$ cat src/rtl/axi_lite_cmd_master.sv
// rtl/axi_lite_cmd_master.sv - single-outstanding AXI4-Lite initiator for one-word commands
module axi_lite_cmd_master #(
  parameter int C_M_AXI_ADDR_WIDTH = 30,
  parameter int C_M_AXI_DATA_WIDTH = 32,
  parameter int C_TIMEOUT_CYCLES   = 1024
) (
  input  logic                              M_AXI_ACLK,
  input  logic                              M_AXI_ARESET,
  input  logic                              cmd_valid,
  output logic                              cmd_ready,
  input  logic                              cmd_write,
  input  logic [C_M_AXI_ADDR_WIDTH-1:0]     cmd_addr,
  input  logic [C_M_AXI_DATA_WIDTH-1:0]     cmd_wdata,
  input  logic [C_M_AXI_DATA_WIDTH/8-1:0]   cmd_wstrb,
  output logic                              rsp_valid,
  output logic [C_M_AXI_DATA_WIDTH-1:0]     rsp_rdata,
  output logic [1:0]                        rsp_resp,
  output logic [C_M_AXI_ADDR_WIDTH-1:0]     M_AXI_AWADDR,
  output logic                              M_AXI_AWVALID,
  input  logic                              M_AXI_AWREADY,
  output logic [C_M_AXI_DATA_WIDTH-1:0]     M_AXI_WDATA,
  output logic [C_M_AXI_DATA_WIDTH/8-1:0]   M_AXI_WSTRB,
  output logic                              M_AXI_WVALID,
  input  logic                              M_AXI_WREADY,
  input  logic [1:0]                        M_AXI_BRESP,
  input  logic                              M_AXI_BVALID,
  output logic                              M_AXI_BREADY,
  output logic [C_M_AXI_ADDR_WIDTH-1:0]     M_AXI_ARADDR,
  output logic                              M_AXI_ARVALID,
  input  logic                              M_AXI_ARREADY,
  input  logic [C_M_AXI_DATA_WIDTH-1:0]     M_AXI_RDATA,
  input  logic [1:0]                        M_AXI_RRESP,
  input  logic                              M_AXI_RVALID,
  output logic                              M_AXI_RREADY
);

  localparam int AW = C_M_AXI_ADDR_WIDTH;
  localparam int DW = C_M_AXI_DATA_WIDTH;
  localparam int SW = C_M_AXI_DATA_WIDTH / 8;
  localparam int CW = (C_TIMEOUT_CYCLES > 1) ? $clog2(C_TIMEOUT_CYCLES) : 1;

  typedef enum logic [2:0] {
    S_IDLE,
    S_WR_REQ,
    S_WR_RESP,
    S_RD_REQ,
    S_RD_RESP,
    S_DONE
  } state_e;

  state_e          state_q, state_d;
  logic            awvalid_q, awvalid_d;
  logic            wvalid_q, wvalid_d;
  logic            bready_q, bready_d;
  logic            arvalid_q, arvalid_d;
  logic            rready_q, rready_d;
  logic [AW-1:0]   addr_q, addr_d;
  logic [DW-1:0]   wdata_q, wdata_d;
  logic [SW-1:0]   wstrb_q, wstrb_d;
  logic            rsp_valid_q, rsp_valid_d;
  logic [DW-1:0]   rsp_rdata_q, rsp_rdata_d;
  logic [1:0]      rsp_resp_q, rsp_resp_d;
  logic [CW-1:0]   cnt_q, cnt_d;
  logic            wait_state;
  logic            timeout_hit;

  assign wait_state  = (state_q == S_WR_REQ) || (state_q == S_WR_RESP) ||
                       (state_q == S_RD_REQ) || (state_q == S_RD_RESP);
  // cnt_q counts edges already spent in the current wait state
  assign timeout_hit = (C_TIMEOUT_CYCLES != 0) && wait_state &&
                       (cnt_q == CW'(C_TIMEOUT_CYCLES - 1));

  always_comb begin
    state_d     = state_q;
    awvalid_d   = awvalid_q;
    wvalid_d    = wvalid_q;
    bready_d    = bready_q;
    arvalid_d   = arvalid_q;
    rready_d    = rready_q;
    addr_d      = addr_q;
    wdata_d     = wdata_q;
    wstrb_d     = wstrb_q;
    rsp_valid_d = 1'b0;
    rsp_rdata_d = rsp_rdata_q;
    rsp_resp_d  = rsp_resp_q;
    cnt_d       = '0;

    case (state_q)
      S_IDLE: begin
        if (cmd_valid) begin
          addr_d  = cmd_addr;
          wdata_d = cmd_wdata;
          wstrb_d = cmd_wstrb;
          if (cmd_write) begin
            awvalid_d = 1'b1;
            wvalid_d  = 1'b1;
            state_d   = S_WR_REQ;
          end else begin
            arvalid_d = 1'b1;
            state_d   = S_RD_REQ;
          end
        end
      end
      S_WR_REQ: begin
        if (awvalid_q && M_AXI_AWREADY) awvalid_d = 1'b0;
        if (wvalid_q && M_AXI_WREADY)   wvalid_d  = 1'b0;
        if (!awvalid_d && !wvalid_d) begin
          bready_d = 1'b1;
          state_d  = S_WR_RESP;
        end
      end
      S_WR_RESP: begin
        if (M_AXI_BVALID) begin
          bready_d    = 1'b0;
          rsp_resp_d  = M_AXI_BRESP;
          rsp_rdata_d = '0;
          rsp_valid_d = 1'b1;
          state_d     = S_DONE;
        end
      end
      S_RD_REQ: begin
        if (M_AXI_ARREADY) begin
          arvalid_d = 1'b0;
          rready_d  = 1'b1;
          state_d   = S_RD_RESP;
        end
      end
      S_RD_RESP: begin
        if (M_AXI_RVALID) begin
          rready_d    = 1'b0;
          rsp_resp_d  = M_AXI_RRESP;
          rsp_rdata_d = M_AXI_RDATA;
          rsp_valid_d = 1'b1;
          state_d     = S_DONE;
        end
      end
      S_DONE: begin
        // slaves that re-arm only after seeing their READY fall get that chance here
        if (!(M_AXI_AWREADY || M_AXI_WREADY || M_AXI_ARREADY)) state_d = S_IDLE;
      end
      default: state_d = S_IDLE;
    endcase

    if (timeout_hit && (state_d == state_q)) begin
      awvalid_d   = 1'b0;
      wvalid_d    = 1'b0;
      bready_d    = 1'b0;
      arvalid_d   = 1'b0;
      rready_d    = 1'b0;
      rsp_resp_d  = 2'b11;
      rsp_rdata_d = '0;
      rsp_valid_d = 1'b1;
      state_d     = S_DONE;
    end

    if (wait_state && (state_d == state_q)) cnt_d = cnt_q + CW'(1);
  end

  always_ff @(posedge M_AXI_ACLK) begin
    if (M_AXI_ARESET) begin
      state_q     <= S_IDLE;
      awvalid_q   <= 1'b0;
      wvalid_q    <= 1'b0;
      bready_q    <= 1'b0;
      arvalid_q   <= 1'b0;
      rready_q    <= 1'b0;
      addr_q      <= '0;
      wdata_q     <= '0;
      wstrb_q     <= '0;
      rsp_valid_q <= 1'b0;
      rsp_rdata_q <= '0;
      rsp_resp_q  <= 2'b00;
      cnt_q       <= '0;
    end else begin
      state_q     <= state_d;
      awvalid_q   <= awvalid_d;
      wvalid_q    <= wvalid_d;
      bready_q    <= bready_d;
      arvalid_q   <= arvalid_d;
      rready_q    <= rready_d;
      addr_q      <= addr_d;
      wdata_q     <= wdata_d;
      wstrb_q     <= wstrb_d;
      rsp_valid_q <= rsp_valid_d;
      rsp_rdata_q <= rsp_rdata_d;
      rsp_resp_q  <= rsp_resp_d;
      cnt_q       <= cnt_d;
    end
  end

  assign cmd_ready     = (state_q == S_IDLE);
  assign rsp_valid     = rsp_valid_q;
  assign rsp_rdata     = rsp_rdata_q;
  assign rsp_resp      = rsp_resp_q;
  assign M_AXI_AWADDR  = addr_q;
  assign M_AXI_AWVALID = awvalid_q;
  assign M_AXI_WDATA   = wdata_q;
  assign M_AXI_WSTRB   = wstrb_q;
  assign M_AXI_WVALID  = wvalid_q;
  assign M_AXI_BREADY  = bready_q;
  assign M_AXI_ARADDR  = addr_q;
  assign M_AXI_ARVALID = arvalid_q;
  assign M_AXI_RREADY  = rready_q;

endmodule

$ cat config.mk
export PLATFORM = sky130hd
export DESIGN_NAME = axi_lite_cmd_master
export DESIGN_NICKNAME = d
export VERILOG_FILES = /design/src/rtl/axi_lite_cmd_master.sv
export SDC_FILE = /design/constraint.sdc
export NUM_CORES = 1
export LEC_CHECK = 0
export CORE_ASPECT_RATIO = 1.1
export CORE_UTILIZATION = 43
export DETAILED_ROUTE_END_ITERATION = 6
export PLACE_DENSITY = 0.95
export SETUP_SLACK_MARGIN = 0.5
export SLEW_MARGIN = 40
export SYNTH_ARGS = -nofsm -noshare
export SYNTH_HDL_FRONTEND = slang
export SYNTH_SLANG_ARGS = --single-unit
$ cat constraint.sdc
create_clock -name M_AXI_ACLK -period 3.85 [get_ports M_AXI_ACLK]
set_input_delay 0.77 -clock M_AXI_ACLK [delete_from_list [all_inputs] [get_ports M_AXI_ACLK]]
set_output_delay 0.77 -clock M_AXI_ACLK [all_outputs]
set_load 0.02 [all_outputs]
Word level (Yosys, flattened, before mapping)
Cells that the tools add are included.

operators by class
  equality and inequality tests = 17
  reductions and logical operators = 29
  add/sub/neg operators = 1
  multiplexer cells = 38
  bitwise gates (word level) = 1

operators with widths
  operator               count
  $mux 32                2
  $pmux 32 s2            1
  $mux 3                 7
  $pmux 3 s6             1
  $mux 1                 16
  $reduce_and 3->1       5
  $pmux 1 s2             6
  $add 10x1->10 const B  1
  $eq 10x10->1 const B   1
  $ne 2x2->1 const B     5
  $reduce_bool 2->1      5
  $mux 2                 4
  $eq 3x2->1 const B     2
  $eq 3x3->1             2
  $eq 3x3->1 const B     2
  $logic_and 1x1->1      6
  $ne 3x2->1 const B     2
  $logic_or 1x1->1       5
  $ne 2x1->1 const B     2
  $pmux 2 s2             1
  $reduce_and 4->1       1
  $reduce_or 2->1        2
  $eq 3x1->1 const B     1
  $logic_not 3->1        1
  4 further kinds        5

word-level totals
  input bits = 111
  word-level logic and storage cells = 99
  output and inout bits = 137
  bits in registers = 119

Depth between registers and ports, before layout
Gate-level depths: netlist of the first run.

  depth after elaboration = 14
  depth in mapped cells = 9
  mapped depth without buffers = 6

Worst setup path before layout of the first run
OpenSTA, ideal clock, no wires.

  path kind = in2reg
  start = in M_AXI_WREADY
  end = reg bready_q (netlist: M_AXI_BREADY)
  required time = 3.728 ns
  arrival = 1.880 ns
  setup time = 0.122 ns
  path buffers = 2
  setup slack = 1.848 ns
  cell stages on the path = 7
  path through = nand2b_1 -> a31oi_1 -> a2bb2oi_1 -> o31ai_1 -> buf_2 -> buf_6 -> a21oi_1

on the way
  word-level cells in the longest chain between the ends = 10
  elaborated cells between the ends (all ways) = 15
  classes of those cells = 2 x eq/ne; 5 x mux; 8 x reduce/logical

RTL lines
  what                              RTL line  RTL
  start, declared                   24        input logic M_AXI_WREADY,
  $logic_and 1x1->1                 106       if (wvalid_q && M_AXI_WREADY) wvalid_d = 1'b0;
  $mux 1                            106
  $mux 1                            88        case (state_q)
  $logic_not 1->1                   107       if (!awvalid_d && !wvalid_d) begin
  $logic_and 1x1->1                 107
  $mux 3                            107
  $pmux 3 s6                        88
  $eq 3x3->1                        144       if (timeout_hit && (state_d == state_q)) begin
  $logic_and 1x1->1                 144
  $reduce_or 2->1 (no source line)  -
  end signal, assigned              178       bready_q <= bready_d;
  end, declared                     54        logic bready_q, bready_d;

Parallel ways exist; a longest one is shown, timed or not. The select of a mux whose other input is x is not followed.
A chain may end at the register's enable or synchronous reset.

Worst setup path after layout of the first run
  start = reg state_q[0]
  end = out cmd_ready

on the way
  word-level cells in the longest chain between the ends = 1

RTL lines
  what                    RTL line  RTL
  start, declared         51        state_e state_q, state_d;
  start signal, assigned  175       state_q <= state_d;
  $logic_not 3->1         191       assign cmd_ready = (state_q == S_IDLE);
  end, declared           10        output logic cmd_ready,

No other way between the ends.

==> metrics, run 1 <==
status=finished clean; hold bufs inserted after CTS=0; Storage cell area=2380 µm²; Critical path origin=state_q[0]$_SDFF_PP0_; Worst Setup End Kind=output port; WL per Instance=15.3 µm; Initial DRT Pass Iterations=4; Syn Nets=707; fmax=0.378 GHz; RD Place Congestion=0.871; CTS tree=built; fill count=744; largest cells by area after synthesis=dfxtp_1 50%, nand2_1 14%, a21oi_1 11%; Area Growth Syn to Fin=61.9%; YS warnings=0; final core occ=72.8%; crit-path max FO=18; Core Region=10500 µm²; Port Buffer Count=247; Tmin final=2.64 ns; largest area contributor in the netlist=dfxtp_1; Final Setup Violations=0; Fin Clk Skew=0.00679 ns; crit path to=cmd_ready; Starting Density=45.0%; flops & latches, synth=119; clock buffer count from CTS=17; sequential cell area fraction in the yosys report=50.3%; # Max-Cap Violations=0; Netlist cell types=38; Post-Syn Area=4740 µm²; clk_lat worst skew=0.41 ns; Residual DRC=0; die area=11400 µm²; largest net degree at the start of global routing=70; RSZ-0062 raised after global routing=false; final worst-path cycle share=68.6%; Post-CTS Setup Bufs=0; synthesized area per cell=7.97 µm²; vias in the first global route=4743; r2r startpoint=state_q[0]$_SDFF_PP0_; R2R cell count=6; area of the multi-input gates=1930 µm²; Clock Path Buffers=2; GRT Util Overall=25.3%; num ports=248; Num Clock Sinks=119; Worst Tran Pin Value=0.699 ns; Die Span X=102 µm; WHS=0.447 ns; type of origin of the critical path=register; Hold Fails Final Rpt=0; share of the synthesized area in the top cell type=50.3%; Post-DRT Antenna Nets=0; DRT Wirelength=14600 µm; VDD IR max=0.000334 V; Worst slew margin=53.3%; Max Transition Viols Final=0; H-tree depth=4; final worst slack=1.21 ns; Leak=0.00272 µW; Setup TNS=0 ns; Die Y=112 µm; hpwl dp=10100 µm; r2r setup slk=1.53 ns; clock root cell=clkbuf_16; Required @ worst endpoint=3.08 ns; Syn Inst Count=595; layout cell share with drive strength beyond 1=5.69%; nets@finish=908; Rows=39; worst setup path class=register to output port; DR iter-0 viols=209; hold crit path type=register to register; antenna violations before repair=1; first-pass GRT wire length=22400 µm; R2R Path End=M_AXI_ARVALID$_SDFFE_PP0P_; via/cell ratio=5.07; clk slew on worst S/H paths=0.05 ns; total gr overflow=0; post-CTS resize count=0; worst slack, placed=1.10 ns; Via Count=4835; Power Density=534 nW/µm²; data arrival time of the worst path=1.87 ns
==> sequential cells by signal (all words and copies together), names as in the netlist <==
signal,flops
rsp_valid,1
M_AXI_BREADY,1
state_q,3
M_AXI_WDATA,32
rsp_rdata,32
M_AXI_ARVALID,1
M_AXI_WSTRB,4
rsp_resp,2
M_AXI_ARADDR,30
cnt_q,10
M_AXI_WVALID,1
M_AXI_RREADY,1
M_AXI_AWVALID,1
==> layout by cell type (no fill, tap or decap), drive strengths merged <==
| cell | netlist | layout |
|---|---|---|
| o21ai | 6 | 6 |
| clkinvlp | 0 | 2 |
| a21o | 1 | 1 |
| o31ai | 1 | 1 |
| o32ai | 1 | 1 |
| a2bb2oi | 1 | 1 |
| nor3b | 2 | 2 |
| buf | 48 | 8 |
| and3 | 2 | 2 |
| nand3 | 39 | 39 |
| mux2i | 4 | 4 |
| o311a | 1 | 1 |
| inv | 4 | 4 |
| ha | 1 | 1 |
| bufinv | 0 | 3 |
| nand3b | 2 | 2 |
| xnor2 | 2 | 2 |
| clkbuf | 25 | 26 |
| clkinv | 0 | 2 |
| nand2 | 172 | 172 |
| nand4 | 4 | 4 |
| clkdlybuf4s50 | 0 | 246 |
| o211ai | 1 | 1 |
| or3 | 3 | 3 |
| nor2 | 19 | 19 |
| nor2b | 1 | 1 |
| a31oi | 5 | 5 |
| a211oi | 1 | 1 |
| dfxtp | 119 | 119 |
| nand2b | 2 | 2 |
| and4 | 3 | 3 |
| a21oi | 109 | 109 |
| xor2 | 6 | 6 |
| o22ai | 1 | 1 |
| diode | 0 | 1 |
| nor3 | 9 | 9 |
==> Yosys cell counts <==
cell and count:
nor2b_1 1, clkbuf_1 25, or3_1 3, nor3_1 9, a21oi_2 1, xor2_1 6
dfxtp_1 119, nand3_1 39, nand2_1 172, inv_1 4, a21o_1 1, buf_6 5
nand2b_1 2, nand3b_1 2, a211oi_1 1, and4_1 3, nor3b_1 1, a2bb2oi_1 1
nor3b_2 1, buf_1 2, o211ai_2 1, o21ai_2 1, mux2i_1 4, o22ai_1 1
xnor2_1 2, and3_1 2, buf_4 31, o31ai_1 1, o21ai_0 5, o311a_1 1
a31oi_1 5, o32ai_1 1, nand4_1 4, nor2_2 1, a21oi_1 108, buf_2 10
ha_1 1, nor2_1 18
==> power breakdown <==
part / switching [µW] / internal, µW
clock network: 546 / 1100
registers: 98.7 / 1340
logic: 553 / 456
total: 1200 / 2900
==> critical path: stages (launching register included) <==
cell and delay (ns):
dfxtp_1 0.77, nor3_1 0.11, clkdlybuf4s50_1 0.58
==> layer usage <==
layer,track usage [%],routed length (µm),up-vias
li1,-,-,2359
met1,25.4,5370,2212
met2,44.2,7310,234
met3,11.3,1550,30
met4,11.4,335,0
met5,0,0,-
==> area by class of cell <==
class                           count  share of cell area [%]
Antenna cell                        1                  0.0326
Timing Repair Buffer              255                    33.2
Inverter                            4                   0.196
Clock buffer                       25                    6.59
Multi-Input combinational cell    399                    25.1
Clock inverter                      7                    1.50
Tap cell                          143                    2.33
Sequential cell                   119                    31.0
==> how the worst min path moves through the flow <==
stage	start	to	cells past startpoint
floorplan	cnt_q[8]$_SDFF_PP0_	cnt_q[8]$_SDFF_PP0_	2
global placement	rsp_rdata[25]$_SDFFE_PP0P_	rsp_rdata[25]$_SDFFE_PP0P_	2
detailed placement	rsp_rdata[23]$_SDFFE_PP0P_	rsp_rdata[23]$_SDFFE_PP0P_	2
CTS	rsp_rdata[23]$_SDFFE_PP0P_	rsp_rdata[23]$_SDFFE_PP0P_	2
global route	M_AXI_WDATA[19]$_SDFFE_PP0P_	M_AXI_WDATA[19]$_SDFFE_PP0P_	2
finish	rsp_rdata[23]$_SDFFE_PP0P_	rsp_rdata[23]$_SDFFE_PP0P_	2
==> through the flow <==
| step | power (µW) | cells | cell area (µm²) |
|---|---|---|---|
| floorplan | 2030 | 595 | 4740 |
| global placement | 2440 | 919 | 7040 |
| detailed placement | 2460 | 919 | 7040 |
| CTS | 4120 | 951 | 7660 |
| global route | 4270 | 952 | 7670 |
| finish | 4100 | 953 | 7670 |
==> cells by family after synthesis <==
family                     synth area share (%)
buffers and inverters                      9.61
adders and majority gates                 0.264
xor gates and xnor gates                   1.48
DFF                                        50.3
and+or+nand+nor                            23.1
AOI/OAI and AO/OA                          14.4
muxes                                     0.845
Power figures use the tool's default switching activity.
==> run 2: changes to the inputs <==
--- a/config.mk
+++ b/config.mk
@@ -6,9 +6,9 @@
 export NUM_CORES = 1
 export LEC_CHECK = 0
 export CORE_ASPECT_RATIO = 1.1
-export CORE_UTILIZATION = 43
+export CORE_UTILIZATION = 40
 export DETAILED_ROUTE_END_ITERATION = 6
-export PLACE_DENSITY = 0.95
+export PLACE_DENSITY = 0.91
 export SETUP_SLACK_MARGIN = 0.5
 export SLEW_MARGIN = 40
 export SYNTH_ARGS = -nofsm -noshare
==> constraint.sdc (replaced) <==
create_clock -name M_AXI_ACLK -period 2.65 [get_ports M_AXI_ACLK]
set_input_delay 0.53 -clock M_AXI_ACLK [delete_from_list [all_inputs] [get_ports M_AXI_ACLK]]
set_output_delay 0.53 -clock M_AXI_ACLK [all_outputs]
set_load 0.02 [all_outputs]
==> run 2 against run 1 <==
Compared with the run above: sequential share of layout area decreased by 0.26 points; non-clock buffer count increased by 5; register-to-register slack worse by 0.80 ns; clock-buffer cell count is 6 lower; critical endpoint is now cnt_q[1]$_SDFF_PP0_.
==> metrics, run 2 (same netlist as run 1, synthesis figures left out) <==
hpwl dp=9760 µm; H-tree depth=4; RSZ-0062 raised after global routing=false; Num Clock Sinks=119; final worst slack=0.654 ns; R2R cell count=6; WP buf/inv=1; antenna violations before repair=0; R2R Path End=cnt_q[1]$_SDFF_PP0_; depth of the worst hold-timing path=2; num ports=248; sw frac=29.6%; placed cell count=932; Starting Density=41.2%; Rows=41; fmax=0.501 GHz; crit-path max FO=10; layout cell share with drive strength beyond 1=7.00%; Final Setup Violations=0; die area=12300 µm²; Hold Startpoint=M_AXI_ARESET; worst slack, placed=0.267 ns; Die Span X=106 µm; Worst slew margin=53.1%; Required @ worst endpoint=2.97 ns; Clock Path Buffers=2; GRT Util Overall=22.4%; Net Sw Power=1790 µW; first-pass GRT wire length=21800 µm; Initial DRT Pass Iterations=5; clock buffer count from CTS=17; Worst path slowest cell=or3_1; # Max-Cap Violations=0; RD Place Congestion=0.850; WL per Instance=14.4 µm; largest net degree at the start of global routing=68; status=finished clean; crit-path max cell delay=0.54 ns; VDD IR max=0.000440 V; DR iter-0 viols=247; Fin Clk Skew=0.00492 ns; Tmin final=2.00 ns; Seq pwr share=34.5%; data arrival time of the worst path=2.32 ns; Area Growth Syn to Fin=63.5%; commonest non-fill, non-tap cell in the layout=clkdlybuf4s50_1; clk_lat worst skew=0.40 ns; worst-path cell chain=clkdlybuf4s50_1, nand3_1, o311a_1, o211ai_2, or3_1, nor3b_1; Core Region=11500 µm²; r2r startpoint=cnt_q[0]$_SDFF_PP0_; hold crit path type=input port to register; Port Buffer Count=247; Post-CTS Setup Bufs=0; Setup TNS=0 ns; Power Density=780 nW/µm²; Worst Tran Pin Value=0.704 ns; Post-DRT Antenna Nets=0; Leak=0.00276 µW; worst setup path class=input port to register; clk slew on worst S/H paths=0.05 ns; final core occ=67.5%; Worst Setup End Kind=register; final worst-path cycle share=75.3%; Design Area, Final=7750 µm²; total gr overflow=0; vias in the first global route=4669; Clock power frac=41.0%; DRT Wirelength=13900 µm; Hold Fails Final Rpt=0; Die Y=116 µm; Cell Area, Placed=7100 µm²; via/cell ratio=4.95; final std cells w/o fill=964; r2r setup slk=0.73 ns; most frequent cells in the layout=245 x clkdlybuf4s50_1, 172 x nand2_1, 116 x dfxtp_1, 108 x a21oi_1, 38 x nand3_1; CTS tree=built; Via Count=4772; Critical path origin=M_AXI_ARREADY; cell family with most CP delay=simple AND/OR/NAND/NOR gates; ANT cells=0; type of origin of the critical path=input port; Residual DRC=0; Internal Power=4260 µW; nets@finish=913; hold endpoint=state_q[0]$_SDFF_PP0_; clock root cell=clkbuf_16; Max Transition Viols Final=0; Comb pwr share=24.5%
==> run 2: changes by cell type in the layout (fill, tap and decap cells not counted), sizes merged <==
cell,change
clkbuf,-7
bufinv,+1
clkinv,+2
diode,-1
inv,+3
clkdlybuf4s50,-1
dlygate4sd2,+1
buf,+6
==> run 2: area by class of cell <==
type / instances / area (µm²)
Clock buffer: 19 / 453
Clock inverter: 13 / 193
Fill cell: 884 / 3740
Inverter: 4 / 15.0
Multi-Input combinational cell: 399 / 1930
Sequential cell: 119 / 2390
Tap cell: 150 / 188
Timing Repair Buffer: 260 / 2590
==> run 2: metrics by stage <==
stage / hold slack [ns] / total power (µW)
2_1_floorplan: 0.472 / 2940
3_3_place_gp: 0.437 / 3580
3_5_place_dp: 0.443 / 3600
4_1_cts: 0.377 / 6090
5_1_grt: 0.382 / 6330
6_report: 0.389 / 6050
==> run 2: worst register-to-register path: stages (launching register included) <==
cell and delay, ns:
dfxtp_1 0.35, ha_1 0.26, and4_1 0.25, nand3_1 0.14
a31oi_1 0.12, or3_1 0.49, nor3b_1 0.23
==> run 2: timing repair <==
item | 4_1_cts | 5_1_grt
resized for setup | 2 | 2
hold buffers | 0 | 0
setup endpoints to repair | 1 | 8
==> run 2: metal layers <==
layer	part of all wire (%)	wire (µm)	global-route usage, %	vias up
li1	-	-	-	2363
met1	39	5410	24.4	2165
met2	49	6810	39.1	225
met3	10	1410	9.43	19
met4	1.6	225	8.43	0
met5	0	0	0	-
==> run 2: worst max path at each step <==
stage,to,cells past startpoint
final,cnt_q[1]$_SDFF_PP0_,6
after global routing,cnt_q[1]$_SDFF_PP0_,6
after CTS,cmd_ready,2
after global placement,cnt_q[3]$_SDFF_PP0_,6
after floorplan,M_AXI_BREADY$_SDFFE_PP0P_,7
after detailed placement,M_AXI_ARVALID$_SDFFE_PP0P_,7
==> run 2: power groups by stage <==
stage	Combinational, µW	Clock [µW]	Sequential [µW]
6_report	1480	2480	2090
5_1_grt	1600	2620	2110
4_1_cts	1490	2520	2080
3_5_place_dp	1480	0	2120
3_3_place_gp	1460	0	2110
2_1_floorplan	697	0	2250
==> run 3: changes to the inputs <==
==> constraint.sdc (replaced) <==
create_clock -name M_AXI_ACLK -period 1.86 [get_ports M_AXI_ACLK]
set_input_delay 0.372 -clock M_AXI_ACLK [delete_from_list [all_inputs] [get_ports M_AXI_ACLK]]
set_output_delay 0.372 -clock M_AXI_ACLK [all_outputs]
set_load 0.02 [all_outputs]
==> run 3 against run 2 <==
Compared with the run above: clock skew up 0.0087 ns; first-iteration DRC count up 24%; routed wire length up 51%; sequential share of layout area down 4.2 points; clock power up 35%; final area up 17%; clock-buffer cell count unchanged; worst hold slack worse by 0.12 ns; core utilization up 11 points; via count up 19%; combinational power up 140%; largest cell class unchanged; final cell count up 7.6%.
==> metrics, run 3 (same netlist as run 1, synthesis figures left out) <==
Required @ worst endpoint=2.19 ns; Leak=0.00389 µW; nets@finish=986; CTS tree=built; Port Buffer Count=247; num ports=248; DRT Wirelength=20900 µm; Worst Tran Pin Value=0.985 ns; Final Setup Violations=0; final worst-path cycle share=98.6%; Seq pwr share=30.1%; R2R cell count=10; Num Clock Sinks=119; Internal Power=6560 µW; crit-path max FO=5; GRT Util Overall=27.2%; Die Y=116 µm; first-pass GRT wire length=25900 µm; Via Count=5692; H-tree depth=4; most frequent cells in the layout=122 x nand2_1, 119 x buf_2, 107 x dfxtp_1, 105 x clkdlybuf4s50_1, 77 x a21oi_2; Hold Fails Final Rpt=0; WHS=0.272 ns; depth of the worst hold-timing path=2; RD Place Congestion=0.891; vias in the first global route=5052; Residual DRC=0; DR iter-0 viols=306; Starting Density=41.2%; Tmin final=1.83 ns; status=finished clean; largest net degree at the start of global routing=67; layout cell share with drive strength beyond 1=48.8%; clock buffer count from CTS=17; hold bufs inserted after CTS=0; type of origin of the critical path=register; Critical path origin=state_q[0]$_SDFF_PP0_; Net Sw Power=3310 µW; worst setup path class=register to register; Power Density=1090 nW/µm²; Initial DRT Pass Iterations=5; Worst Setup End Kind=register; antenna violations before repair=0; Fin Clk Skew=0.0136 ns; Worst slew margin=34.3%; worst slack, placed=-0.497 ns; via/cell ratio=5.49; ANT cells=0; RSZ-0062 raised after global routing=true; clk slew on worst S/H paths=0.06 ns; hold crit path type=input port to register; hpwl dp=10100 µm; clk_lat worst skew=0.41 ns; die area=12300 µm²; VDD IR max=0.000783 V; WL per Instance=20.2 µm; Clock Path Buffers=2; Clock power frac=33.9%; sw frac=33.5%; clock root cell=clkbuf_16; Rows=41; final worst slack=0.0253 ns; crit path to=rsp_rdata[8]$_SDFFE_PP0P_; commonest non-fill, non-tap cell in the layout=nand2_1; r2r setup slk=0.03 ns; Area Growth Syn to Fin=91.0%; R2R Path End=rsp_rdata[8]$_SDFFE_PP0P_; Core Region=11500 µm²; # Max-Cap Violations=0; Max Transition Viols Final=0; Comb pwr share=36.0%; Final Power=9880 µW; data arrival time of the worst path=2.17 ns; r2r startpoint=state_q[0]$_SDFF_PP0_; Die Span X=106 µm; final core occ=78.8%; total gr overflow=0; Post-DRT Antenna Nets=0; fmax=0.545 GHz
==> run 3: layout make-up <==
type | count | area (µm²)
Clock buffer | 19 | 453
Clock inverter | 13 | 145
Fill cell | 693 | 2440
Inverter | 4 | 17.5
Multi-Input combinational cell | 401 | 2770
Sequential cell | 119 | 2410
Tap cell | 150 | 188
Timing Repair Buffer | 331 | 3070
==> run 3: through the flow <==
step	cells	instance area [µm²]	setup TNS (ns)
4_1_cts	1014	7970	0
3_5_place_dp	951	7320	-16.03
3_3_place_gp	951	7320	-13.23
6_report	1037	9050	0
2_1_floorplan	595	4800	0
5_1_grt	1037	9050	-0.0621
==> run 3: power groups by stage <==
stage                     Sequential (µW)  Combinational, µW  Clock [µW]
after floorplan                      3200               1030           0
after global placement               2990               2280           0
after detailed placement             3000               2300           0
after CTS                            2940               2730        3330
after global routing                 2990               3720        3500
final                                2970               3560        3350
==> run 3: metal layers <==
layer,global-route usage [%],routed length [µm],vias up
met5,0,0,-
met4,12.7,838,0
met3,8.82,1760,88
met2,46.0,10500,373
met1,31.4,7860,2706
li1,-,-,2525
==> run 3: worst max-delay path: stages (launching register included) <==
cell and delay [ns]:
dfxtp_4 0.36, buf_6 0.13, buf_12 0.12, nor2_4 0.14, nand3_4 0.10, o211ai_2 0.22, buf_4 0.17, o31ai_4 0.07
buf_6 0.16, buf_12 0.14, a21oi_4 0.16
==> run 3: how the worst min path moves through the flow <==
stage	from	end	slack [ns]
after CTS	M_AXI_ARESET	state_q[2]$_SDFF_PP0_	0.24
after global routing	M_AXI_ARESET	state_q[2]$_SDFF_PP0_	0.27
final	M_AXI_ARESET	state_q[2]$_SDFF_PP0_	0.27
after detailed placement	rsp_rdata[8]$_SDFFE_PP0P_	rsp_rdata[8]$_SDFFE_PP0P_	0.44
after global placement	rsp_rdata[5]$_SDFFE_PP0P_	rsp_rdata[5]$_SDFFE_PP0P_	0.44
after floorplan	cnt_q[0]$_SDFF_PP0_	cnt_q[0]$_SDFF_PP0_	0.43
==> run 3: timing repair <==
item                       in CTS  in global routing
setup buffers                  18                 13
cloned                         13                 10
gates resized for setup       618                209
hold endpoints to repair        0                  0
setup endpoints to repair     256                136
pin swaps                      19                 89
